File: config.mk
export PLATFORM = sky130hd
export DESIGN_NAME = sequential_multiplier_radix
export DESIGN_NICKNAME = d
export VERILOG_FILES = /design/src/rtl/sequential_multiplier_radix.sv
export SDC_FILE = /design/constraint.sdc
export NUM_CORES = 1
export LEC_CHECK = 0
export ABC_AREA = 1
export ABC_CLOCK_PERIOD_IN_PS = 5300
export BUFFER_PORTS_ARGS = -buffer_cell sky130_fd_sc_hd__buf_2
export CELL_PAD_IN_SITES_DETAIL_PLACEMENT = 0
export CELL_PAD_IN_SITES_GLOBAL_PLACEMENT = 1
export CORE_UTILIZATION = 48
export DETAILED_ROUTE_END_ITERATION = 6
export GPL_TIMING_DRIVEN = 0
export MAX_ROUTING_LAYER = met4
export PLACE_DENSITY_LB_ADDON = 0.1
export SLEW_MARGIN = 20
export SYNTH_ARGS = -nofsm -noshare
export SYNTH_HDL_FRONTEND = slang
export SYNTH_SLANG_ARGS = --single-unit
File: constraint.sdc
create_clock -name i_clk -period 5.3 [get_ports i_clk]
set_clock_uncertainty 0.2 [all_clocks]
set_input_delay 1.59 -clock i_clk [delete_from_list [all_inputs] [get_ports i_clk]]
set_output_delay 1.59 -clock i_clk [all_outputs]
set_load 0.005 [all_outputs]
File: src/rtl/sequential_multiplier_radix.sv
// Multi-cycle shift-and-add multiplier that retires BITS_PER_CYCLE multiplier bits per cycle.
// Signed operands go through magnitude form, and the product sign is applied on the final step.
module sequential_multiplier_radix #(
  parameter int DATA_WIDTH_A   = 8,
  parameter int DATA_WIDTH_B   = 8,
  parameter int DATA_WIDTH_C   = DATA_WIDTH_A + DATA_WIDTH_B,
  parameter int BITS_PER_CYCLE = 2
) (
  input  logic                    i_clk,
  input  logic                    i_nrst,
  input  logic [DATA_WIDTH_A-1:0] i_a,
  input  logic [DATA_WIDTH_B-1:0] i_b,
  input  logic                    i_signed,
  input  logic                    i_valid,
  output logic                    o_ready,
  output logic [DATA_WIDTH_C-1:0] o_c,
  output logic                    o_valid,
  input  logic                    i_ready
);

  localparam int STEPS = DATA_WIDTH_A / BITS_PER_CYCLE;
  localparam int CNT_W = (STEPS > 1) ? $clog2(STEPS) : 1;

  typedef enum logic [1:0] {
    ST_IDLE = 2'd0,
    ST_MUL  = 2'd1,
    ST_DONE = 2'd2
  } state_t;

  // Magnitude of an operand; the most-negative value maps onto itself, read as unsigned.
  function automatic logic [DATA_WIDTH_A-1:0] mag_a(input logic [DATA_WIDTH_A-1:0] v,
                                                    input logic sgn);
    if (sgn && v[DATA_WIDTH_A-1]) begin
      mag_a = ~v + DATA_WIDTH_A'(1'b1);
    end else begin
      mag_a = v;
    end
  endfunction

  function automatic logic [DATA_WIDTH_B-1:0] mag_b(input logic [DATA_WIDTH_B-1:0] v,
                                                    input logic sgn);
    if (sgn && v[DATA_WIDTH_B-1]) begin
      mag_b = ~v + DATA_WIDTH_B'(1'b1);
    end else begin
      mag_b = v;
    end
  endfunction

  state_t                  state_q, state_d;
  logic [DATA_WIDTH_A-1:0] a_q, a_d;
  logic [DATA_WIDTH_C-1:0] b_sh_q, b_sh_d;
  logic [DATA_WIDTH_C-1:0] acc_q, acc_d;
  logic [CNT_W-1:0]        cnt_q, cnt_d;
  logic                    neg_q, neg_d;
  logic [DATA_WIDTH_C-1:0] c_q, c_d;
  logic                    valid_q, valid_d;
  logic                    ready_q, ready_d;
  logic [DATA_WIDTH_C-1:0] pp_s;
  logic [DATA_WIDTH_C-1:0] sum_s;

  // State and datapath registers; reset discards any operation in flight.
  always_ff @(posedge i_clk or negedge i_nrst) begin
    if (!i_nrst) begin
      state_q <= ST_IDLE;
      a_q     <= {DATA_WIDTH_A{1'b0}};
      b_sh_q  <= {DATA_WIDTH_C{1'b0}};
      acc_q   <= {DATA_WIDTH_C{1'b0}};
      cnt_q   <= {CNT_W{1'b0}};
      neg_q   <= 1'b0;
      c_q     <= {DATA_WIDTH_C{1'b0}};
      valid_q <= 1'b0;
      ready_q <= 1'b1;
    end else begin
      state_q <= state_d;
      a_q     <= a_d;
      b_sh_q  <= b_sh_d;
      acc_q   <= acc_d;
      cnt_q   <= cnt_d;
      neg_q   <= neg_d;
      c_q     <= c_d;
      valid_q <= valid_d;
      ready_q <= ready_d;
    end
  end

  // Next-state logic. The multiplicand is pre-shifted each step, so the partial product needs no variable shift.
  always_comb begin
    state_d = state_q;
    a_d     = a_q;
    b_sh_d  = b_sh_q;
    acc_d   = acc_q;
    cnt_d   = cnt_q;
    neg_d   = neg_q;
    c_d     = c_q;
    valid_d = valid_q;
    pp_s    = DATA_WIDTH_C'(a_q[BITS_PER_CYCLE-1:0]) * b_sh_q;
    sum_s   = acc_q + pp_s;

    case (state_q)
      ST_IDLE: begin
        if (i_valid && ready_q) begin
          state_d = ST_MUL;
          a_d     = mag_a(i_a, i_signed);
          b_sh_d  = DATA_WIDTH_C'(mag_b(i_b, i_signed));
          acc_d   = {DATA_WIDTH_C{1'b0}};
          cnt_d   = CNT_W'(STEPS - 1);
          neg_d   = i_signed & (i_a[DATA_WIDTH_A-1] ^ i_b[DATA_WIDTH_B-1]);
        end else begin
          state_d = ST_IDLE;
        end
      end
      ST_MUL: begin
        acc_d  = sum_s;
        a_d    = a_q >> BITS_PER_CYCLE;
        b_sh_d = b_sh_q << BITS_PER_CYCLE;
        if (cnt_q == {CNT_W{1'b0}}) begin
          state_d = ST_DONE;
          valid_d = 1'b1;
          if (neg_q) begin
            c_d = ~sum_s + DATA_WIDTH_C'(1'b1);
          end else begin
            c_d = sum_s;
          end
        end else begin
          cnt_d = cnt_q - CNT_W'(1'b1);
        end
      end
      ST_DONE: begin
        if (i_ready) begin
          state_d = ST_IDLE;
          valid_d = 1'b0;
        end else begin
          state_d = ST_DONE;
        end
      end
      default: begin
        state_d = ST_IDLE;
        valid_d = 1'b0;
      end
    endcase

    ready_d = (state_d == ST_IDLE);
  end

  assign o_ready = ready_q;
  assign o_valid = valid_q;
  assign o_c     = c_q;

endmodule

==> run_results.csv <==
group,metric,value,unit
status,outcome,"complete, no violations",
timing,min_period,3.74,ns
yosys,yosys_most_used_dff,"dfrtp_1",
detailed_routing,drt-total-wl,10400,microns
cts,clkLatencyLatePin,0.34,ns
cts,cts-hold-fix-buffers,0,
timing,hold_violations,0,
global_routing,grt_max_degree,39,
detailed_routing,vias,3853,
yosys,ys_seq_elements,63,
timing,slew_headroom,62.0,%
cts,clkTransAtPathRegs,0.07,ns
yosys,async_flop_share,100,%
global_routing,grtUsageTotal,24.9,%
setup_path,crit_path_end_kind,"flip-flop",
placement,dpl_cell_area,4810,sq um
power,power_density,619,nW/um^2
placement,io_buffers,38,
yosys,ys_seq_area_share,35.4,%
setup_path,cpMostUsedCell,"nand2_1",
setup_path,slowest_stage,"fa_1",
cts,cts_buffer_depth,2,
floorplanning,initial_core_util,50.4,%
floorplanning,dieArea,9680,sq um
placement,gp_congestion,0.831,
timing,fmax,0.267,GHz
floorplanning,die_y,98.4,microns
timing,fin_crit_sh,70.5,%
cts,htreeDepth,3,
placement,place_hpwl,8390,microns
final_layout,num_antenna_cells,0,
final_layout,stdcell_area,4990,sq um
power,p_leak,2.65,nW
global_routing,grt_antenna_before_repair,0,
power,finalPower,3.09,mW
setup_path,path_buf_inv,5,
cts,cts_tree,"built",
detailed_routing,firstDrtPassIters,5,
detailed_routing,drcViolationCount,0,
cts,cts-root-buf,"clkbuf_8",
cts,post_cts_buffers,0,
yosys,synth-edff-count,0,
timing,setup_tns,0,ns
setup_path,required,5.33,ns
detailed_routing,drtIter0Drc,232,
detailed_routing,post_drt_wl_per_cell,13.8,microns
yosys,syn_area_per_cell,7.53,sq um
yosys,synth_nets,647,
yosys,syn_inst,592,
yosys,synth_cell_type_count,40,
yosys,synth_top_area_share,34.8,%
yosys,ys_warn_count,0,
yosys,yosysTopAreaCell,"dfrtp_1",
setup_path,cp_cell_sequence,"clkbuf_1, clkbuf_1, nand2_1, fa_1, inv_1, ha_1, nand2_1, nand2_1, inv_1, nand2_1, nand2_1, nand2_1, inv_1, nand3_2, nor2_2, nand2_2, nand2_2, nand3_1, nand3_1, nand2_1",
setup_path,startpoint_type,"flip-flop",
timing,setup_violations,0,
detailed_routing,ant_nets,0,
power,vdd_drop_max,0.000304,V
global_routing,grt_pass1_vias,3949,
timing,worstMarginPinSlew,0.570,ns
setup_path,cp_max_fo,10,
yosys,synth.area.top_cells,"dfrtp_1 35%, nand2_1 14%, inv_1 8.8%",
floorplanning,rows,34,
timing,fin_hold_ws,0.281,ns
setup_path,crit_type,"reg2reg",
final_layout,areaGrowthSynthToFinish,11.9,%
setup_path,worst_path_largest_cell_delay,0.51,ns
cts,numCtsBuffers,9,
final_layout,final_util,56.4,%
floorplanning,die_x,98.4,microns
detailed_routing,vias_per_cell,5.11,
global_routing,grt_pass1_wl,18300,microns
timing,finalMaxSlewViolations,0,
floorplanning,ioPinCount,39,
floorplanning,coreArea,8850,sq um
timing,rsz0062_at_grt,"false",
hold_path,min_path_type,"reg2reg",
flow_run,max-cap-violations,0,
setup_path,arrival,3.77,ns
yosys,syn_area,4460,sq um
global_routing,grt-ovfl-total,0,
cts,cts_resized,0,
cts,clkSinkCount,63,
final_layout,drive_above_1_share,14.4,%
final_layout,num-nets-final,697,
setup_path,path_delay_family,"simple AND/OR/NAND/NOR gates",
## cells in the final DEF (no fill, tap or decap), types with 4 or more instances in the layout
cell type / instances
fa_1: 15
o21ai_0: 26
o211ai_1: 7
clkbuf_8: 13
o221ai_1: 4
a21oi_1: 8
nand3_1: 33
inv_1: 105
nor3_1: 5
buf_2: 41
clkbuf_1: 10
xnor2_1: 7
o22ai_1: 22
ha_1: 19
nor2_1: 31
nand2_1: 169
dfrtp_1: 62
xor2_1: 12
nand2_2: 13
nor2_2: 4
## path summary, 6_finish.rpt
path | slack (ns) | endpoint | from | depth (start not counted)
max | 1.56 | o_c[14] | a_q[1] | 20
min | 0.28 | o_c[14] | o_c[14] | 2
max reg2reg | 1.56 | o_c[14] | a_q[1] | 20
min reg2reg | 0.28 | o_c[14] | o_c[14] | 2
max in group asynchronous | 3.41 | b_sh_q[9] | i_nrst | 2
min in group asynchronous | 0.96 | o_c[11] | i_nrst | 1
## layout make-up
type	count	area, sq um
fillers	865	3860
multi-input cells	404	2390
flip-flops and latches	63	1580
inverters	109	409
repair buffers	39	213
clock buffers	12	165
well taps	108	135
plain buffers	16	78.8
clock inverters	3	17.5
## report_power, final
group          switching, mW  internal [mW]
sequential             0.109          0.681
combinational           1.27          0.650
clock                  0.182          0.204
## routing by layer
metal / GRT usage [%] / vias up / wire, microns
li1: - / 1970 / -
met5: - / - / 0
met3: 2.72 / 23 / 253
met2: 41.8 / 59 / 5070
met4: 10.4 / 0 / 302
met1: 30.6 / 1801 / 4770
## logic make-up after synthesis
| family | after synthesis | share of synthesized area, % |
|---|---|---|
| and+or+nand+nor | 269 | 25.9 |
| adders and majority gates | 34 | 12.1 |
| buffers and inverters | 125 | 10.9 |
| DFF | 63 | 35.4 |
| xor gates and xnor gates | 20 | 4.10 |
| AOI/OAI and AO/OA | 81 | 11.6 |
## worst reg2reg max path: stages, from the launching register on
cell      delay [ns]
dfrtp_1         0.32
clkbuf_1        0.31
clkbuf_1        0.41
nand2_1         0.14
fa_1            0.51
inv_1           0.04
ha_1            0.35
nand2_1         0.09
nand2_1         0.08
inv_1           0.07
nand2_1         0.11
nand2_1         0.08
nand2_1         0.13
inv_1           0.19
nand3_2         0.12
nor2_2          0.14
nand2_2         0.08
nand2_2         0.07
nand3_1         0.07
nand3_1         0.09
nand2_1         0.05
## registers in the layout, indices dropped and copies added, names as in the netlist
| signal | count |
|---|---|
| a_q | 8 |
| acc_q | 16 |
| b_sh_q | 16 |
| cnt_q | 2 |
| neg_q | 1 |
| o_c | 16 |
| o_ready | 1 |
| o_valid | 1 |
| state_q | 2 |
## Yosys cell counts, types with 4 or more instances
library cell,n
nand2_1,169
inv_1,105
dfrtp_1,62
nand3_1,33
nor2_1,31
o21ai_0,26
o22ai_1,22
ha_1,19
fa_1,15
nand2_2,13
xor2_1,12
clkbuf_1,10
a21oi_1,8
o211ai_1,7
xnor2_1,7
nor3_1,5
buf_2,4
nor2_2,4
o221ai_1,4
## stage by stage
stage / std cells / setup slack, ns
2_1_floorplan: 592 / 2.14
6_report: 754 / 1.56
4_1_cts: 754 / 1.55
5_1_grt: 754 / 1.25
3_5_place_dp: 739 / 1.56
3_3_place_gp: 738 / 1.60
Power figures use the tool's default switching activity.
